[src/rtl/seg_scan_ctrl.sv]
// seg_scan_ctrl: time-multiplexes N_DIG 3-bit digit codes onto one shared seven-segment decoder input.
// Latency: all outputs registered (one cycle after the state change); loaded data shows from the next frame boundary.
// Backpressure: none; load is always accepted and the last load before a boundary wins.
//
// Ports:
//   clk, rst        clock and asynchronous active-high reset
//   en              scan enable; low freezes the scan position and turns every digit off
//   load            strobe that captures digits_in (digit k at [3k+2:3k]) and blank_in into the pending buffer
//   load_ack        pulse on the frame boundary where the pending buffer is copied into the active buffer
//   digit_code      code of the digit being scanned, to the decoder input
//   digit_sel       active-low one-hot digit enable (all ones = all off)
//   frame_done      pulse on the first cycle of every new frame
module seg_scan_ctrl #(
    parameter int N_DIG = 8,
    parameter int DWELL = 1000,
    parameter int GAP   = 16
) (
    input  logic               clk,
    input  logic               rst,
    input  logic               en,
    input  logic               load,
    input  logic [3*N_DIG-1:0] digits_in,
    input  logic [N_DIG-1:0]   blank_in,
    output logic               load_ack,
    output logic [2:0]         digit_code,
    output logic [N_DIG-1:0]   digit_sel,
    output logic               frame_done
);

    localparam int TMAX = (GAP > DWELL) ? GAP : DWELL;
    localparam int TW   = (TMAX > 1) ? $clog2(TMAX) : 1;
    localparam int IW   = $clog2(N_DIG);

    localparam logic [TW-1:0] GAP_LAST   = TW'(GAP - 1);
    localparam logic [TW-1:0] DWELL_LAST = TW'(DWELL - 1);
    localparam logic [IW-1:0] IDX_LAST   = IW'(N_DIG - 1);

    typedef enum logic {
        S_GAP  = 1'b0,
        S_SHOW = 1'b1
    } state_t;

    state_t                  state, state_nxt;
    logic [IW-1:0]           idx, idx_nxt;
    logic [TW-1:0]           timer, timer_nxt;
    logic                    boundary;
    logic                    apply;

    logic [N_DIG-1:0][2:0]   act_codes, act_codes_nxt;
    logic [N_DIG-1:0]        act_blank, act_blank_nxt;
    logic [N_DIG-1:0][2:0]   pend_codes;
    logic [N_DIG-1:0]        pend_blank;
    logic                    pend_vld;

    logic [N_DIG-1:0]        sel_nxt;
    logic [2:0]              code_nxt;

    // Scan sequencing: timer counts cycles spent in the current state.
    // While en is low nothing advances, so no boundary can fire.
    always_comb begin
        state_nxt = state;
        idx_nxt   = idx;
        timer_nxt = timer;
        boundary  = 1'b0;
        if (en) begin
            case (state)
                S_GAP: begin
                    if (timer == GAP_LAST) begin
                        state_nxt = S_SHOW;
                        timer_nxt = '0;
                    end else begin
                        timer_nxt = timer + 1'b1;
                    end
                end
                S_SHOW: begin
                    if (timer == DWELL_LAST) begin
                        state_nxt = S_GAP;
                        timer_nxt = '0;
                        if (idx == IDX_LAST) begin
                            idx_nxt  = '0;
                            boundary = 1'b1;
                        end else begin
                            idx_nxt = idx + 1'b1;
                        end
                    end else begin
                        timer_nxt = timer + 1'b1;
                    end
                end
                default: begin
                    state_nxt = S_GAP;
                    timer_nxt = '0;
                end
            endcase
        end
    end

    // Pending data is promoted only on the wrap back to digit 0, so a frame
    // is never drawn from a mix of old and new data.
    assign apply = boundary & pend_vld;

    always_comb begin
        act_codes_nxt = act_codes;
        act_blank_nxt = act_blank;
        if (apply) begin
            act_codes_nxt = pend_codes;
            act_blank_nxt = pend_blank;
        end
    end

    // Outputs are computed from next-state values so the registered outputs
    // line up with the state they describe. The active buffer and idx only
    // change on GAP entry, so digit_code holds steady through GAP and SHOW.
    always_comb begin
        sel_nxt = '1;
        if (en && (state_nxt == S_SHOW) && !act_blank_nxt[idx_nxt]) begin
            sel_nxt[idx_nxt] = 1'b0;
        end
        code_nxt = act_codes_nxt[idx_nxt];
    end

    always_ff @(posedge clk or posedge rst) begin
        if (rst) begin
            state      <= S_GAP;
            idx        <= '0;
            timer      <= '0;
            act_codes  <= '0;
            act_blank  <= '1;
            pend_codes <= '0;
            pend_blank <= '0;
            pend_vld   <= 1'b0;
            digit_sel  <= '1;
            digit_code <= '0;
            load_ack   <= 1'b0;
            frame_done <= 1'b0;
        end else begin
            state      <= state_nxt;
            idx        <= idx_nxt;
            timer      <= timer_nxt;
            act_codes  <= act_codes_nxt;
            act_blank  <= act_blank_nxt;
            // A load on the boundary cycle refills pending after the old
            // contents were promoted, so pend_vld stays set.
            if (load) begin
                pend_codes <= digits_in;
                pend_blank <= blank_in;
                pend_vld   <= 1'b1;
            end else if (apply) begin
                pend_vld <= 1'b0;
            end
            digit_sel  <= sel_nxt;
            digit_code <= code_nxt;
            load_ack   <= apply;
            frame_done <= boundary;
        end
    end

endmodule

[config.mk]
export PLATFORM = sky130hd
export DESIGN_NAME = seg_scan_ctrl
export DESIGN_NICKNAME = d
export VERILOG_FILES = /design/src/rtl/seg_scan_ctrl.sv
export SDC_FILE = /design/constraint.sdc
export NUM_CORES = 1
export LEC_CHECK = 0
export ABC_CLOCK_PERIOD_IN_PS = 3500
export CAP_MARGIN = 20
export CORE_MARGIN = 4
export CORE_UTILIZATION = 50
export DETAILED_ROUTE_END_ITERATION = 10
export PLACE_DENSITY = 0.76
export SYNTH_ARGS = -nofsm -noshare
export SYNTH_HDL_FRONTEND = slang
export SYNTH_SLANG_ARGS = --single-unit
[constraint.sdc]
create_clock -name clk -period 3.5 [get_ports clk]
set_input_delay 1.05 -clock clk [delete_from_list [all_inputs] [get_ports clk]]
set_output_delay 1.05 -clock clk [all_outputs]
set_load 0.02 [all_outputs]
======== Yosys cells after proc, flatten, opt, wreduce, memory -nomap -nowiden ========
Index checks and enable logic that the tools add are counted.
word-level totals
  output and inout port bits .............. 13
  bits in registers ....................... 92
  word-level logic and storage cells ...... 67
  bits of input ports ..................... 36
operators by class
  bitwise operators ....................... 3
  multiplexer cells ....................... 26
  reductions and logical operators ........ 5
  magnitude comparators ................... 2
  eq/ne operators ......................... 3
  add/subtract/negate cells ............... 2
operators by type and width
  kind                                                                          count
  24-bit 2-to-1 mux                                                             1
  10-bit 2-to-1 mux                                                             2
  10-bit case mux with 2 select lines                                           1
  8-bit 2-to-1 mux                                                              2
  3-bit 2-to-1 mux                                                              5
  1-bit 2-to-1 mux                                                              11
  10-bit by 1-bit adder with 10-bit output, second input constant               1
  10-bit == test, second input constant                                         1
  10-bit by 4-bit == test with 1-bit output, second input constant              1
  3-bit binary-select mux with 3-bit select                                     1
  8-bit inverter                                                                1
  3-bit by 4-bit less-than comparator with 1-bit output, second input constant  1
  3-bit by 1-bit adder with 3-bit output, second input constant                 1
  1-bit binary-select mux with 3-bit select                                     1
  1-bit demux with 3-bit select                                                 1
  3-bit == test, second input constant                                          1
  3-bit by 1-bit >= comparator with 1-bit output, second input constant         1
  1-bit logical AND                                                             3
  1-bit case mux with 2 select lines                                            1
  2-bit nonzero test                                                            1
  1-bit bitwise AND                                                             1
  1-bit zero test                                                               1
  1-bit inverter                                                                1

======== Logic depth before layout (Yosys ltp) ========
Gate-level depths: netlist (run 1).
  depth in word-level cells ............... 12
  depth in mapped cells ................... 10
  gate-level depth less buffers ........... 8

======== Worst setup path after synthesis (run 1) ========
OpenSTA, ideal clock, no wires.
  kind .................................... input port to flip-flop
  start ................................... input en
  end ..................................... register digit_sel[2]
  required time ........................... 3415 ps
  path slack .............................. 791 ps
  buffers on the path ..................... 0
  arrival ................................. 2624 ps
  stages on the path ...................... 6
  library setup time ...................... 85 ps
  cells stage by stage .................... nand2_1 > nor4_4 > mux2_2 > o211a_2 > nor4_4 > nand2b_1
between the ends
  longest elaborated chain between the ends .. 8
  elaborated cells on any way between the ends .. 17
  those cells by class .................... order compare (2); mux (9); bitwise (2); reduce/logical (4)
RTL lines
  item                                                                                                           line  text
  from (decl)                                                                                                    20    input logic en,
  parallel branches: the longest is 7 deep, another holds 3-bit by 4-bit less-than comparator with 1-bit output  n/a
  8-bit 2-to-1 mux (*)                                                                                           115   if (en && (state_nxt == S_SHOW) && !act_blank_nxt[idx_nxt]) begin
  net sel_nxt[2]                                                                                                 55    logic [N_DIG-1:0] sel_nxt;
  to (signal assigned)                                                                                           150   digit_sel <= sel_nxt;
  to (decl)                                                                                                      26    output logic [N_DIG-1:0] digit_sel,
Mark *: on every way through the listed nets, which the timed path passes. The select of a mux whose other input is x is not followed.
A chain may end at the register's enable or synchronous reset.

======== Final worst setup path (run 1) ========
  start ................................... input en
  end ..................................... register digit_code[1]
between the ends
  longest elaborated chain between the ends .. 5
  elaborated cells on any way between the ends .. 6
  those cells by class .................... mux (5); bitwise (1)
RTL lines
  item                                           line  text
  1-bit 2-to-1 mux                               65    if (en) begin
  1-bit bitwise AND                              99    assign apply = boundary & pend_vld;
  24-bit 2-to-1 mux                              104   if (apply) begin
  3-bit binary-select mux with 3-bit select (*)  118   code_nxt = act_codes_nxt[idx_nxt];
  3-bit 2-to-1 mux (implied by the code) (*)     118
  net code_nxt[1]                                56    logic [2:0] code_nxt;
  to (signal assigned)                           151   digit_code <= code_nxt;
  to (decl)                                      25    output logic [2:0] digit_code,
The timed path passes the listed nets; every way through them passes the cells marked *. The select of a mux whose other input is x is not followed.

==> reports/metrics.yaml, run 1 <==
yosys:
  syn_area_per_cell_sq_um: 11.4
  synth_edf_count: 0
  yosysWarnings: 0
  synth_nets: 399
  synthCells: 360
  yosys-top-cells-area: "dfrtp_1 (46%), mux2_2 (10%), dfstp_2 (10%)"
  ys_types: 54
  synthArstFlopShare_pct: 100
  synth.top_cell.area_share_pct: 46.2
  yosys.area.top_type: "dfrtp_1"
  synth_flop_cell: "dfrtp_1"
  syn_area_sq_um: 4120
  ys_seq_area_share_pct: 56.4
  ys_ff_latch: 92
timing:
  finalCriticalPeriod_ns: 2.95
  hold_viol: 0
  tns_ns: 0
  max_freq_mhz: 339
  slew_headroom_pct: 60.0
  skew_ns: 0.0135
  worst_pin_slew_ns: 0.599
  rsz0062_at_grt: "false"
  min_period_over_period_pct: 84.3
  finalSetupViolCount: 0
  report.final.slew_viol_count: 0
  holdWs_ns: 0.462
detailed_routing:
  ant_nets: 0
  wl_per_cell_um: 15.5
  drt_iter0_markers: 107
  avgViaCountPerCell: 5.36
  totalWireLength_um: 8100
  drtPass1Iterations: 4
  via_count: 2800
  drc: 0
placement:
  hpwl_um: 5760
  io_buffers: 48
  dp_cells: 506
  gp_congestion: 0.884
final_layout:
  final_nets: 454
  final_cell_count_no_fill: 522
  multiInputGateArea_sq_um: 1660
  antenna-diode-count: 0
  drive_above_1_share_pct: 21.4
  fill_cells: 659
  synthToLayoutAreaGrowth_pct: 20.2
  seq_area_sq_um: 2320
floorplanning:
  die_x_um: 98.7
  die_h_um: 98.7
  rows: 32
  core-area_sq_um: 7850
  die-area_sq_um: 9750
  ios: 49
  start_util_pct: 52.5
run:
  maxCapViolCount: 0
grt:
  antenna_found_initial: 0
  overflow: 0
  grt_pass1_wl_um: 13800
  first_global_vias: 2918
  grt_use_total_pct: 17.6
  grt_max_degree: 60
worst_setup_path:
  cp-start-kind: "input pin"
  startpoint: "en"
  rrSetupSlack_ns: 0.58
  cp-end-kind: "flop"
  crit_required_ns: 3.74
  crit_path_max_fanout: 16
  reg2regPathDepth: 9
  critPathKind: "in2reg"
  reg2reg_from: "idx[0]"
  worstSetupEndpoint: "digit_code[1]"
  worstReg2RegEnd: "digit_code[1]"
  arrival_ns: 3.19
clock_tree:
  cts_root_buf: "clkbuf_8"
  clk_pin_slew_ns: 0.10
  cts.sinks: 92
  postCtsSetupBuffers: 0
  cts_buffer_depth: 2
  cts_tree: "done"
  cts_resized: 0
  cts_buffers: 9
  clock_latency_ns: 0.36
  hold_buffers: 0
  cts-htree-levels: 3
power:
  p_per_area_nw_per_um2: 432
  p_total_mw: 2.14
  ir_worst_vdd_mv: 0.234
  p_leak_nw: 2.38
status:
  outcome: "complete, no violations"
worst_hold_path:
  hp-class: "reg2reg"
[worst max-delay path, cell delays in order]
cell and delay [ns]:
clkdlybuf4s50_1 0.51, nand4_1 0.11, or4_1 0.49, buf_4 0.24
mux2i_1 0.21, o22ai_1 0.13, a211oi_1 0.29, o22ai_1 0.16
[per-layer routing]
layer  wire length (um)  up-vias  global-route usage [%]  share of wire, %
met2               3850       68                    28.3                48
met5                  0        -                       0                 0
li1                   -     1350                       -                 -
met3                331       14                    3.68               4.1
met1               3790     1368                    23.9                47
met4                129        0                    5.99               1.6
[cells in the final DEF, fill, tap and decap left out, drive strengths merged, types with 5 or more instances in the layout]
master and n:
nor3 5, a21oi 6, nand2 69, clkbuf 9, inv 23, dfrtp 76, dfstp 16, clkdlybuf4s50 48
nor2 18, mux2i 20, buf 8, clkinv 6, mux2 40, nor2b 5, o21ai 12
[power by group]
part	switching, mW	internal [mW]
sequential	0.0714	1.14
combinational	0.106	0.129
clock	0.412	0.277
[per-stage QoR]
stage / utilization (%) / cell area (sq um) / setup slack, ns
finish: 63.0 / 4950 / 0.548
global route: 63.0 / 4950 / 0.451
CTS: 63.0 / 4950 / 0.564
detailed placement: 60.6 / 4760 / 0.244
global placement: 60.6 / 4760 / 0.294
floorplan: - / 4120 / 0.0845
[worst min-delay path by stage]
stage / start / to / slack [ns] / cells after the start
floorplan: act_blank[0] / act_blank[0] / 0.43 / 2
detailed placement: act_blank[0] / act_blank[0] / 0.45 / 2
global placement: act_blank[0] / act_blank[0] / 0.44 / 2
finish: act_blank[0] / act_blank[0] / 0.46 / 2
CTS: act_blank[0] / act_blank[0] / 0.46 / 2
global route: act_blank[0] / act_blank[0] / 0.48 / 2
[cell type report]
cell class | count | area share, %
tap | 102 | 2.58
sequential | 92 | 46.9
clock buffer | 9 | 2.50
multi-input combinational | 234 | 33.5
timing repair buffer | 56 | 11.4
clock inverter | 7 | 1.37
inverter | 22 | 1.69
[sequential cells by signal, indices dropped and copies added (netlist names), 3 cells and up]
name,flops
digit_code,3
act_codes,24
act_blank,8
timer,10
digit_sel,8
idx,3
pend_blank,8
pend_codes,24
[cells by family after synthesis]
kind of cell             share of synthesized area [%]
AO/OA/AOI/OAI                                     6.63
multiplexers                                      16.7
adder cells (fa/ha/maj)                          0.912
buffers and inverters                             3.34
flip-flops                                        56.4
XOR/XNOR                                          1.49
AND/OR/NAND/NOR                                   14.5
[Yosys cell counts, types with 3 or more instances]
master	instances
inv_1	19
dfstp_2	16
mux2_2	38
buf_1	4
nor3_1	5
nand3_1	3
a21oi_1	6
mux2i_1	19
dfrtp_1	76
nand2_1	69
o21ai_0	10
or3_1	4
o22ai_1	4
nor2b_1	5
ha_1	3
nand4_1	4
nor2_1	18
nand2b_1	4
clkbuf_1	5
xor2_1	4
xnor2_1	3
(Power assumes the default switching activity.)
==> run 2, diff against run 1 <==
--- a/config.mk
+++ b/config.mk
@@ -5,7 +5,7 @@
 export SDC_FILE = /design/constraint.sdc
 export NUM_CORES = 1
 export LEC_CHECK = 0
-export ABC_CLOCK_PERIOD_IN_PS = 3500
+export ABC_CLOCK_PERIOD_IN_PS = 2700
 export CAP_MARGIN = 20
 export CORE_MARGIN = 4
 export CORE_UTILIZATION = 50
==> constraint.sdc (replaced) <==
create_clock -name clk -period 2.7 [get_ports clk]
set_input_delay 0.81 -clock clk [delete_from_list [all_inputs] [get_ports clk]]
set_output_delay 0.81 -clock clk [all_outputs]
set_load 0.02 [all_outputs]
==> run 2 against run 1 <==
  * Critical path depth is the same
  * Sequential share of layout area down 1.6 points
  * Combinational power rose by 31%
  * Global-route usage grew 0.46 points
  * Sequential cell count unchanged
  * Core utilization is 2.2 points higher
  * Wire length is 1.7% higher
  * Clock-buffer cell count is 1 higher
  * Hold slack worse by 0.0012 ns
  * Critical endpoint is now digit_code[0]
  * Cell area up 3.5%
  * Register-to-register slack got worse by 0.39 ns
  * Clock power is 18% higher
==> reports/metrics.yaml, run 2 (synthesis results as in run 1) <==
floorplanning:
  start_util_pct: 52.5
  core-area_sq_um: 7850
  ios: 49
  die_h_um: 98.7
  die-area_sq_um: 9750
  die_x_um: 98.7
  rows: 32
detailed_routing:
  drt_iter0_markers: 123
  drtPass1Iterations: 4
  ant_nets: 0
  totalWireLength_um: 8230
  drc: 0
  via_count: 2932
  avgViaCountPerCell: 5.39
  wl_per_cell_um: 15.1
clock_tree:
  cts-htree-levels: 3
  cts_root_buf: "clkbuf_8"
  hold_buffers: 0
  cts.sinks: 92
  cts_resized: 0
  clock_latency_ns: 0.36
  cts_tree: "done"
  cts_buffer_depth: 2
  clk_pin_slew_ns: 0.10
  cts_buffers: 9
  postCtsSetupBuffers: 0
worst_setup_path:
  max_stage_delay_ns: 0.52
  critPathBufInv: 2
  cp-end-kind: "flop"
  rrSetupSlack_ns: 0.19
  cp-start-kind: "input pin"
  crit_required_ns: 2.96
  critPathSlowestCell: "clkdlybuf4s50_1"
  critical_path.cell_chain: "clkdlybuf4s50_1, nand4_1, or4_1, buf_4, mux2_1, nand2_1, o21ai_1, a211o_1"
  arrival_ns: 2.86
  critPathKind: "in2reg"
  crit_family: "buffers and inverters"
  crit_path_max_fanout: 14
timing:
  min_period_over_period_pct: 96.4
  finalSetupViolCount: 0
  finalCriticalPeriod_ns: 2.60
  report.final.slew_viol_count: 0
  setup_slack_ns: 0.0976
  rsz0062_at_grt: "false"
  holdWs_ns: 0.461
  max_freq_mhz: 384
  hold_viol: 0
  skew_ns: 0.0137
  slew_headroom_pct: 67.8
  worst_pin_slew_ns: 0.482
power:
  p_per_area_nw_per_um2: 526
  p_leak_nw: 2.47
  ir_worst_vdd_mv: 0.366
  p_total_mw: 2.70
final_layout:
  multiInputGateArea_sq_um: 1660
  drive_above_1_share_pct: 25.1
  synthToLayoutAreaGrowth_pct: 24.4
  reg_top3: "act_codes x24, pend_codes x24, timer x10"
  final_nets: 477
  layout_common_cells: "dfrtp_1 (76), nand2_1 (69), clkdlybuf4s50_1 (48)"
  seq_area_sq_um: 2320
  final_common_cell: "dfrtp_1"
  fill_cells: 637
  antenna-diode-count: 0
grt:
  first_global_vias: 3006
  overflow: 0
  antenna_found_initial: 0
  grt_pass1_wl_um: 14100
  grt_use_total_pct: 18.1
  grt_max_degree: 46
placement:
  gp_congestion: 0.826
  hpwl_um: 6060
  io_buffers: 48
  pre_cts_slack_ns: -0.305
worst_hold_path:
  hp-class: "reg2reg"
status:
  outcome: "complete, no violations"
run:
  maxCapViolCount: 0
## run 2: cell count changes in the layout (fill, tap and decap cells not counted)
cell | before | now
clkinv_4 | 1 | 2
clkinvlp_4 | 0 | 2
inv_6 | 3 | 1
inv_8 | 1 | 0
buf_12 | 2 | 4
clkinv_2 | 2 | 1
clkinv_8 | 1 | 0
buf_4 | 6 | 27
clkbuf_1 | 0 | 1
## run 2: final cells by class
type                    instances  area share [%]
clock buffers                  10            2.49
clock inverters                 5           0.757
inverters                      22            1.69
multi-input cells             234            32.3
flip-flops and latches         92            45.3
well taps                     102            2.49
repair buffers                 79            14.9
## run 2: routing by layer
metal  wire length, um  global-route usage, %
met5                 0                      0
met4               131                   5.46
met3               438                   5.24
met2              4120                   29.6
met1              3550                   23.3
## run 2: tightest hold or removal path, stage by stage, from the launching register on
cell	delay, ns
dfstp_2	0.38
nand2_1	0.05
nand2_1	0.04
## run 2: power breakdown
part / switching (mW) / total, mW / internal [mW] / leakage [nW]
clock network: 0.479 / 0.814 / 0.335 / 0.0827
logic: 0.136 / 0.308 / 0.172 / 1.25
registers: 0.0932 / 1.57 / 1.48 / 1.14
## run 2: path summary, 6_finish.rpt
| kind | from | end | cells past startpoint |
|---|---|---|---|
| worst max-delay path | en | digit_code[0] | 8 |
| worst min-delay path | act_blank[6] | act_blank[6] | 2 |
| worst max register to register | timer[0] | digit_code[0] | 8 |
| worst min register to register | act_blank[6] | act_blank[6] | 2 |
| max in group asynchronous | rst | digit_sel[7] | 3 |
| min in group asynchronous | rst | act_codes[1] | 2 |
## run 2: per-stage QoR
stage | setup TNS [ns] | instance area [sq um] | std cells | util [%]
floorplan | 0 | 4120 | 360 | -
global placement | -1.86 | 4960 | 529 | 63.2
detailed placement | -2.28 | 4960 | 529 | 63.2
CTS | 0 | 5120 | 544 | 65.3
global route | 0 | 5120 | 544 | 65.3
finish | 0 | 5120 | 544 | 65.3
